## src/rtl/servo_pkg.sv

```systemverilog
// Shared definitions for the servo slew limiter and its frame timer.
//   - Default timing constants (100 MHz clock, 20 ms frame, 1..2 ms pulse).
//   - Slew state encoding.
//   - clamp(): saturates a value into [lo, hi]; operates on CLAMP_W bits so
//     callers of any width up to CLAMP_W can share it.
package servo_pkg;

  localparam int unsigned DEF_FRAME_CYCLES = 2000000;
  localparam int unsigned DEF_STEP         = 1000;
  localparam int unsigned DEF_MIN_PW       = 100000;
  localparam int unsigned DEF_MAX_PW       = 200000;
  localparam int unsigned DEF_INIT_PW      = 150000;
  localparam int unsigned CLAMP_W          = 32;

  typedef enum logic [1:0] {
    S_DISABLED = 2'd0,
    S_TRACKING = 2'd1,
    S_SETTLED  = 2'd2
  } slew_state_t;

  function automatic logic [CLAMP_W-1:0] clamp(
    input logic [CLAMP_W-1:0] value,
    input logic [CLAMP_W-1:0] lo,
    input logic [CLAMP_W-1:0] hi
  );
    if (value < lo) return lo;
    if (value > hi) return hi;
    return value;
  endfunction

endpackage

```

## src/rtl/frame_timer.sv

```systemverilog
// Free-running frame timer with enable.
//   clk    : system clock
//   reset  : asynchronous, active-low reset
//   en     : count enable; while low the count is held at 0 and tick is 0
//   tick   : one-cycle pulse in the cycle after the count reaches CYCLES-1,
//            so the first tick arrives CYCLES cycles after en rises
module frame_timer
  import servo_pkg::*;
#(
  parameter int unsigned CYCLES = DEF_FRAME_CYCLES
) (
  input  logic clk,
  input  logic reset,
  input  logic en,
  output logic tick
);

  localparam int unsigned CNT_W = (CYCLES > 1) ? $clog2(CYCLES) : 1;
  localparam logic [CNT_W-1:0] LAST = CNT_W'(CYCLES - 1);

  if (CYCLES < 1) begin : g_bad_cycles
    $error("frame_timer: CYCLES must be at least 1");
  end

  logic [CNT_W-1:0] count;
  logic             tick_q;

  always_ff @(posedge clk or negedge reset) begin
    if (!reset) begin
      count  <= '0;
      tick_q <= 1'b0;
    end else if (!en) begin
      count  <= '0;
      tick_q <= 1'b0;
    end else begin
      tick_q <= (count == LAST);
      count  <= (count == LAST) ? '0 : count + 1'b1;
    end
  end

  // Gating with en means a frame boundary that coincides with en falling
  // is dropped rather than acted on by downstream logic.
  assign tick = tick_q & en;

endmodule

```

## src/rtl/servo_slew_limiter.sv

```systemverilog
// Servo slew limiter: one instance per joint, between inverse kinematics and
// the PWM generator. Targets are clamped to [MIN_PW, MAX_PW] on capture; once
// per frame the commanded pulse width moves toward the latched target by at
// most STEP clock cycles.
//   clk          : system clock
//   reset        : asynchronous, active-low reset (snaps output to INIT_PW)
//   en           : motion enable; low freezes pulse_width and the frame timer
//   target       : requested pulse width in clock cycles
//   target_valid : one-cycle capture strobe for target
//   pulse_width  : slew-limited pulse width to the PWM
//   frame_tick   : one-cycle pulse at each frame boundary while enabled
//   settled      : registered, high when pulse_width equals the latched target
module servo_slew_limiter
  import servo_pkg::*;
#(
  parameter int unsigned WIDTH        = 24,
  parameter int unsigned FRAME_CYCLES = DEF_FRAME_CYCLES,
  parameter int unsigned STEP         = DEF_STEP,
  parameter int unsigned MIN_PW       = DEF_MIN_PW,
  parameter int unsigned MAX_PW       = DEF_MAX_PW,
  parameter int unsigned INIT_PW      = DEF_INIT_PW
) (
  input  logic             clk,
  input  logic             reset,
  input  logic             en,
  input  logic [WIDTH-1:0] target,
  input  logic             target_valid,
  output logic [WIDTH-1:0] pulse_width,
  output logic             frame_tick,
  output logic             settled
);

  if (STEP < 1) begin : g_bad_step
    $error("servo_slew_limiter: STEP must be at least 1");
  end
  if (MIN_PW > INIT_PW || INIT_PW > MAX_PW) begin : g_bad_init
    $error("servo_slew_limiter: INIT_PW must lie within [MIN_PW, MAX_PW]");
  end
  if (longint'(MAX_PW) >= (longint'(1) << WIDTH)) begin : g_bad_max
    $error("servo_slew_limiter: MAX_PW must fit in WIDTH bits");
  end
  if (WIDTH > CLAMP_W) begin : g_bad_width
    $error("servo_slew_limiter: WIDTH exceeds clamp helper width");
  end

  localparam logic [WIDTH-1:0]        INIT_W = WIDTH'(INIT_PW);
  localparam logic [WIDTH-1:0]        STEP_W = WIDTH'(STEP);
  localparam logic signed [WIDTH:0]   STEP_S = (WIDTH+1)'(STEP);

  // One slew step: the difference is taken one bit wider and signed so a
  // target below the current position can never wrap to a large positive.
  function automatic logic [WIDTH-1:0] slew_step(
    input logic [WIDTH-1:0] cur,
    input logic [WIDTH-1:0] goal
  );
    logic signed [WIDTH:0] diff;
    diff = $signed({1'b0, goal}) - $signed({1'b0, cur});
    if (diff > STEP_S)       return cur + STEP_W;
    else if (diff < -STEP_S) return cur - STEP_W;
    else                     return goal;
  endfunction

  slew_state_t      state_q, state_d;
  logic [WIDTH-1:0] pw_q, pw_d;
  logic [WIDTH-1:0] tgt_q, tgt_d;
  logic [WIDTH-1:0] tgt_clamped;
  logic             settled_q;
  logic             match_d;

  frame_timer #(
    .CYCLES (FRAME_CYCLES)
  ) u_frame_timer (
    .clk   (clk),
    .reset (reset),
    .en    (en),
    .tick  (frame_tick)
  );

  assign tgt_clamped = WIDTH'(clamp(CLAMP_W'(target), CLAMP_W'(MIN_PW), CLAMP_W'(MAX_PW)));

  // Next-state logic. The state is derived from the values being registered
  // this cycle, so a capture is reflected in state the very next cycle and
  // the following frame tick is never missed. A tick coincident with a
  // capture still steps toward the old target because pw_d uses tgt_q.
  always_comb begin
    tgt_d   = tgt_q;
    pw_d    = pw_q;
    state_d = state_q;

    if (target_valid) tgt_d = tgt_clamped;
    if (state_q == S_TRACKING && frame_tick) pw_d = slew_step(pw_q, tgt_q);

    match_d = (pw_d == tgt_d);

    case (state_q)
      S_DISABLED: if (en) state_d = match_d ? S_SETTLED : S_TRACKING;
      S_TRACKING: if (match_d) state_d = S_SETTLED;
      S_SETTLED:  if (!match_d) state_d = S_TRACKING;
      default:    state_d = S_DISABLED;
    endcase

    if (!en) state_d = S_DISABLED;
  end

  always_ff @(posedge clk or negedge reset) begin
    if (!reset) begin
      state_q   <= S_DISABLED;
      pw_q      <= INIT_W;
      tgt_q     <= INIT_W;
      settled_q <= 1'b1;
    end else begin
      state_q   <= state_d;
      pw_q      <= pw_d;
      tgt_q     <= tgt_d;
      settled_q <= match_d;
    end
  end

  assign pulse_width = pw_q;
  assign settled     = settled_q;

endmodule
```

## config.mk

```make
export PLATFORM = sky130hd
export DESIGN_NAME = servo_slew_limiter
export DESIGN_NICKNAME = d
export VERILOG_FILES = /design/src/rtl/servo_pkg.sv /design/src/rtl/frame_timer.sv /design/src/rtl/servo_slew_limiter.sv
export SDC_FILE = /design/constraint.sdc
export NUM_CORES = 1
export LEC_CHECK = 0
export CAP_MARGIN = 20
export CELL_PAD_IN_SITES_DETAIL_PLACEMENT = 0
export CELL_PAD_IN_SITES_GLOBAL_PLACEMENT = 2
export CORE_ASPECT_RATIO = 0.75
export CORE_MARGIN = 5
export CORE_UTILIZATION = 39
export CTS_CLUSTER_DIAMETER = 120
export DETAILED_ROUTE_END_ITERATION = 10
export MAX_ROUTING_LAYER = met4
export PLACE_DENSITY = 0.89
export SYNTH_ARGS = -nofsm -noshare
export SYNTH_HDL_FRONTEND = slang
export SYNTH_SLANG_ARGS = --single-unit
```

## constraint.sdc

```tcl
create_clock -name clk -period 9.4 [get_ports clk]
set_input_delay 2.82 -clock clk [delete_from_list [all_inputs] [get_ports clk]]
set_output_delay 2.82 -clock clk [all_outputs]
set_load 0.005 [all_outputs]
```

==> results of run 1 <==
[report_power, final]
part           internal, mW  switching [mW]
Clock                 0.281           0.142
Sequential            0.320         0.00583
Combinational        0.0390          0.0643
Total                 0.641           0.212
[synthesized netlist by cell type, types with 11 or more instances]
library cell,count
xnor2_1,33
or3_1,11
nor4_1,17
nor3_1,31
o21ai_0,41
buf_2,12
nand3_1,34
a31oi_1,12
and2_1,16
ha_1,27
a21oi_1,63
o22ai_1,14
nand2_1,94
nor2_1,79
nand4_1,17
xor2_1,15
inv_1,49
dfrtp_1,56
dfstp_2,17
and3_1,14
o211ai_1,23
clkbuf_1,30
[final cells by class]
class,instances,area (sq um),area share [%]
multi-input combinational,744,4890,59.7
clock inverter,4,97.6,1.19
clock buffer,12,267,3.25
timing repair buffer,61,588,7.18
inverter,51,191,2.34
antenna,1,2.50,0.0306
sequential,73,1850,22.6
tap,242,303,3.70
[sequential cells by signal, indices dropped and copies added, names as in the netlist]
signal	cells
u_frame_timer.count	21
pulse_width	24
settled	1
tgt_q	24
u_frame_timer.tick_q	1
state_q	2
[worst min-delay path by stage]
stage / slack (ps) / to / startpoint / cells past startpoint
floorplan: 450 / u_frame_timer.count[0] / u_frame_timer.count[0] / 1
global placement: 480 / u_frame_timer.count[0] / u_frame_timer.count[0] / 1
detailed placement: 480 / u_frame_timer.count[0] / u_frame_timer.count[0] / 1
CTS: 490 / u_frame_timer.count[0] / u_frame_timer.count[0] / 1
global route: 510 / u_frame_timer.count[0] / u_frame_timer.count[0] / 1
finish: 490 / u_frame_timer.count[0] / u_frame_timer.count[0] / 1
[logic make-up after synthesis]
logic type	count (synthesis)	synth area share [%]
AND/OR/NAND/NOR	357	24.9
AO/OA/AOI/OAI	303	31.6
buffers and inverters	96	5.37
flip-flops	73	25.9
XOR/XNOR	48	5.90
adder cells (fa/ha/maj)	28	5.02
multiplexers	8	1.19
[worst max-delay path: cells and delay by family]
family                 cells  cell delay [ps]
AOI/OAI and AO/OA          8             2640
and+or+nand+nor            6             1520
buffers and inverters      1              490
[per-layer routing]
layer  part of all wire, %  up-vias
met5                     0        -
met4                   1.3        0
met3                    12       26
met2                    39      415
met1                    48     3530
li1                      -     3529
[per-stage QoR]
step	util, %	instance area (sq um)
2_1_floorplan	-	7120
3_3_place_gp	43.9	7820
3_5_place_dp	43.9	7820
4_1_cts	46.0	8190
5_1_grt	46.0	8190
6_report	46.0	8190
==> run summary, run 1 <==
Placed instance count = 1171
Chip Width = 166 um
GR Layer Usage met3 = 7.50%
Critical Path Start = target[15]
Antenna violations before repair = 1
Most frequent cells in the layout = nand2_1, nor2_1, a21oi_1, dfrtp_1, clkdlybuf4s50_1
Setup crit end kind = flip-flop
Post-CTS setup buffers = 0
Top post-synthesis cells by area = dfrtp_1, dfstp_2, nand2_1, ha_1, a21oi_1
Final critical-path share of the clock period = 77.1%
Vias = 7500
Share of Yosys cell area claimed by the top area cell type = 19.7%
Synth cell types = 89
Leak pwr = 3.13 nW
First-pass GRT wire length = 42000 um
Gr ovfl total = 0
Worst R2R Start = pulse_width[5]
Max Buffers Root-to-Sink = 2
Grt met1 use = 38.6%
Number of global-route vias before repair = 6895
Critical Path End = state_q[0]
Resized Gates After CTS = 0
#FFs+latches synth = 73
Die H = 127 um
H-tree depth = 3
CP max stage cell = a21boi_2
Crit path cell chain = clkdlybuf4s50_1 -> nor4_1 -> nand3_1 -> o32ai_1 -> a21boi_2 -> a22o_1 -> o22ai_1 -> a221oi_1 -> nand4b_1 -> a221o_1 -> nor4_1 -> o2111ai_1 -> nor4_1 -> nand4_1 -> o311a_1
Cell Count, Final, Fillers Out = 1188
Slew HR = 41.7%
Clock root cell = clkbuf_16
Router iterations before antenna repair = 6
RSZ-0062 raised after global routing = false
Syn_area_per_cell = 7.80 sq um
CP arrival = 7470 ps
Post-synth EDFFs = 0
Tot GR Track Use = 25.8%
Worst-Margin Slew = 875 ps
Area Overhead vs Synth = 15.0%
Top_reg_cell synth = dfrtp_1
RR Endpoint = state_q[0]
Crit start category = input pin
Area of the die = 21100 sq um
CP peak stage delay = 540 ps
Share of layout cells above drive strength 1 = 7.51%
Maximum VDD drop = 0.0801 mV
Tot Pwr = 853 uW
Top Ports = 54
Initial Utilization = 40.0%
CP dominant cell by count = nor4_1
Critical Path RT = 9620 ps
TNS Setup = 0 ps
Most common cell after layout, fill and taps aside = nand2_1
Async S/R FF share, synth = 100%
Reg-to-reg slack, setup = 3200 ps
ANT nets after route = 0
Global routing's busiest layer = met1
Total CTS buffers = 9
Syn Nets = 969
MaxCap Viol Count = 0
Port bufs = 53
Max Slew Vio Count = 0
Iteration-0 DRC Markers = 887
Largest net degree at the start of global routing = 49
Reg clk slew, reported paths = 60 ps
Post-Syn Area = 7120 sq um
Final layout net count = 996
Final Hold Violating Endpoints = 0
Latest clock arrival within the worst-skew pair = 340 ps
DRC = 0
Hpwl dp = 21500 um
Sequential share of the synthesized area = 25.9%
Peak fanout along the critical path = 10
Final Worst Setup Slack = 2160 ps
Reg2Reg Depth = 15
Hold_buf cts = 0
Status = finished, final reports clean
# setup viols final = 0
Hold Path Class = flip-flop to flip-flop
Power per cell area = 104 nW/um^2
Hold Slack = 490 ps
Vias per cell = 6.31
Fill cells = 1805
DR WL/cell = 22.9 um
Clk sinks = 73
Worst Skew = 7.17 ps
Synth area leader = dfrtp_1
Tmin final = 7240 ps
Critical setup path kind = input pin to flip-flop
Fmax = 138 MHz
Wirelength, routed = 27200 um
Grt met2 use = 34.6%
YS warnings = 0
CTS tree = yes
Dpl ws = 1900 ps
Site Rows = 42
GP Congestion = 0.992
Core ar. = 17800 sq um
Syn Inst Count = 913
Power figures use the tool's default switching activity.
==> run 2: changes to the inputs <==
Settings changed: CORE_UTILIZATION 39 to 36, PLACE_DENSITY 0.89 to 0.83.
Clock period 9.4 ns to 6.8 ns, I/O delays scaled along.
==> run summary, run 2 (synthesis gave the netlist of run 1 again) <==
Critical setup path kind = input pin to flip-flop
Fill cells = 1997
Crit start category = input pin
Port bufs = 53
CP peak stage delay = 670 ps
TNS Setup = 0 ps
Storage element area = 1850 sq um
Final critical-path share of the clock period = 92.9%
Max Slew Vio Count = 0
Wirelength, routed = 28100 um
First-pass GRT wire length = 43200 um
Setup crit end kind = flip-flop
Number of global-route vias before repair = 7045
Critical Path RT = 7030 ps
CTS tree = yes
Critical Path End = state_q[0]
Area of the die = 22700 sq um
Flop pwr share = 41.1%
Total CTS buffers = 9
Global routing's busiest layer = met1
Pint = 787 uW
Reg clk slew, reported paths = 70 ps
Hold_buf cts = 0
Grt met2 use = 31.7%
Peak fanout along the critical path = 6
Post-CTS setup buffers = 0
Hold Path Class = flip-flop to flip-flop
Gr ovfl total = 0
Psw = 312 uW
Worst R2R Start = pulse_width[5]
Router iterations before antenna repair = 6
Tot GR Track Use = 25.0%
RR Endpoint = state_q[0]
Core ar. = 19400 sq um
Worst Skew = 9.01 ps
Resized Gates After CTS = 0
CP dominant cell by count = nor4_1
GR Layer Usage met3 = 7.13%
Area Overhead vs Synth = 15.3%
RSZ-0062 raised after global routing = false
CP arrival = 6540 ps
Status = finished, final reports clean
Switch share = 28.4%
Latest clock arrival within the worst-skew pair = 340 ps
Most frequent cells in the layout = nand2_1, nor2_1, a21oi_1, dfrtp_1, clkdlybuf4s50_1
Max Buffers Root-to-Sink = 2
Final Hold Violating Endpoints = 0
Vias = 7641
Worst-Margin Slew = 874 ps
Grt met1 use = 39.1%
DR WL/cell = 23.3 um
Power per cell area = 134 nW/um^2
Leak pwr = 3.14 nW
Top Ports = 54
GP Congestion = 1.02
Slew HR = 41.7%
Reg-to-reg slack, setup = 840 ps
Clock root cell = clkbuf_16
# diodes = 0
Clock Power Share = 45.6%
Tmin final = 6320 ps
Chip Width = 172 um
H-tree depth = 3
Share of layout cells above drive strength 1 = 8.30%
Initial Utilization = 36.8%
Hpwl dp = 22000 um
Critical Path Start = target[23]
Logic pwr share = 13.3%
Largest net degree at the start of global routing = 74
Final layout net count = 1003
Reg2Reg Depth = 17
Fmax = 158 MHz
Multi-input logic area = 4900 sq um
Maximum VDD drop = 0.0945 mV
ANT nets after route = 0
Clk sinks = 73
Site Rows = 44
Antenna violations before repair = 0
Die H = 132 um
# setup viols final = 0
Most common cell after layout, fill and taps aside = nand2_1
CP max stage cell = o21ai_0
Vias per cell = 6.34
DRC = 0
Crit path cell chain = clkdlybuf4s50_1 -> nor4_1 -> nand2_1 -> o21ai_0 -> and2_0 -> o2bb2ai_1 -> xnor2_1 -> nand2_1 -> nand4b_1 -> a221o_1 -> nor4_1 -> o2111ai_1 -> nor4_1 -> nand4_1 -> o311a_1
Iteration-0 DRC Markers = 1023
MaxCap Viol Count = 0
Final Core Density = 42.4%
[run 2: cell types whose count changed in the layout (fill, tap and decap cells not counted), moves of 2 or more]
cell       change
clkbuf_8       -3
inv_6          +2
clkinv_4       +2
bufinv_16      -2
buf_4          +6
[run 2: worst min path at each step]
stage | from | to | slack (ps) | cells past startpoint
floorplan | u_frame_timer.count[0] | u_frame_timer.count[0] | 450 | 1
global placement | u_frame_timer.count[0] | u_frame_timer.count[0] | 480 | 1
detailed placement | u_frame_timer.count[0] | u_frame_timer.count[0] | 500 | 1
CTS | u_frame_timer.count[0] | u_frame_timer.count[0] | 510 | 1
global route | u_frame_timer.count[0] | u_frame_timer.count[0] | 520 | 1
finish | u_frame_timer.count[0] | u_frame_timer.count[0] | 500 | 1
[run 2: metal layers]
layer,share of wire [%],routed length [um],vias to the layer above
met3,11,3100,44
met2,39,10800,405
li1,-,-,3543
met5,0,0,-
met4,1.5,427,0
met1,49,13700,3649
[run 2: power groups by stage]
stage,registers (mW),clock network [mW],logic [mW]
2_1_floorplan,0.454,0,0.0866
3_5_place_dp,0.459,0,0.141
3_3_place_gp,0.459,0,0.143
5_1_grt,0.451,0.527,0.161
6_report,0.452,0.502,0.146
4_1_cts,0.451,0.508,0.141
[run 2: area by class of cell]
class | instances | area share, %
Tap cell | 253 | 3.85
Clock inverter | 7 | 0.944
Sequential cell | 73 | 22.5
Timing Repair Buffer | 68 | 8.04
Clock buffer | 9 | 2.74
Multi-Input combinational cell | 744 | 59.6
Inverter | 51 | 2.33
[run 2: critical path, delay by kind of cell]
kind                   cells  cell delay, ps
AND/OR/NAND/NOR            8            2020
XOR/XNOR                   1             280
AO/OA/AOI/OAI              5            1810
buffers and inverters      1             400
[run 2: per-stage QoR]
| stage | hold WS (ps) | power (mW) | setup slack (ps) | cell area (sq um) | cells |
|---|---|---|---|---|---|
| after detailed placement | 497 | 0.600 | 255 | 7890 | 1188 |
| after CTS | 507 | 1.10 | 598 | 8190 | 1204 |
| after global placement | 482 | 0.602 | 345 | 7890 | 1188 |
| after global routing | 520 | 1.14 | 261 | 8220 | 1205 |
| after floorplan | 455 | 0.541 | 1380 | 7120 | 913 |
| final | 496 | 1.10 | 484 | 8220 | 1205 |
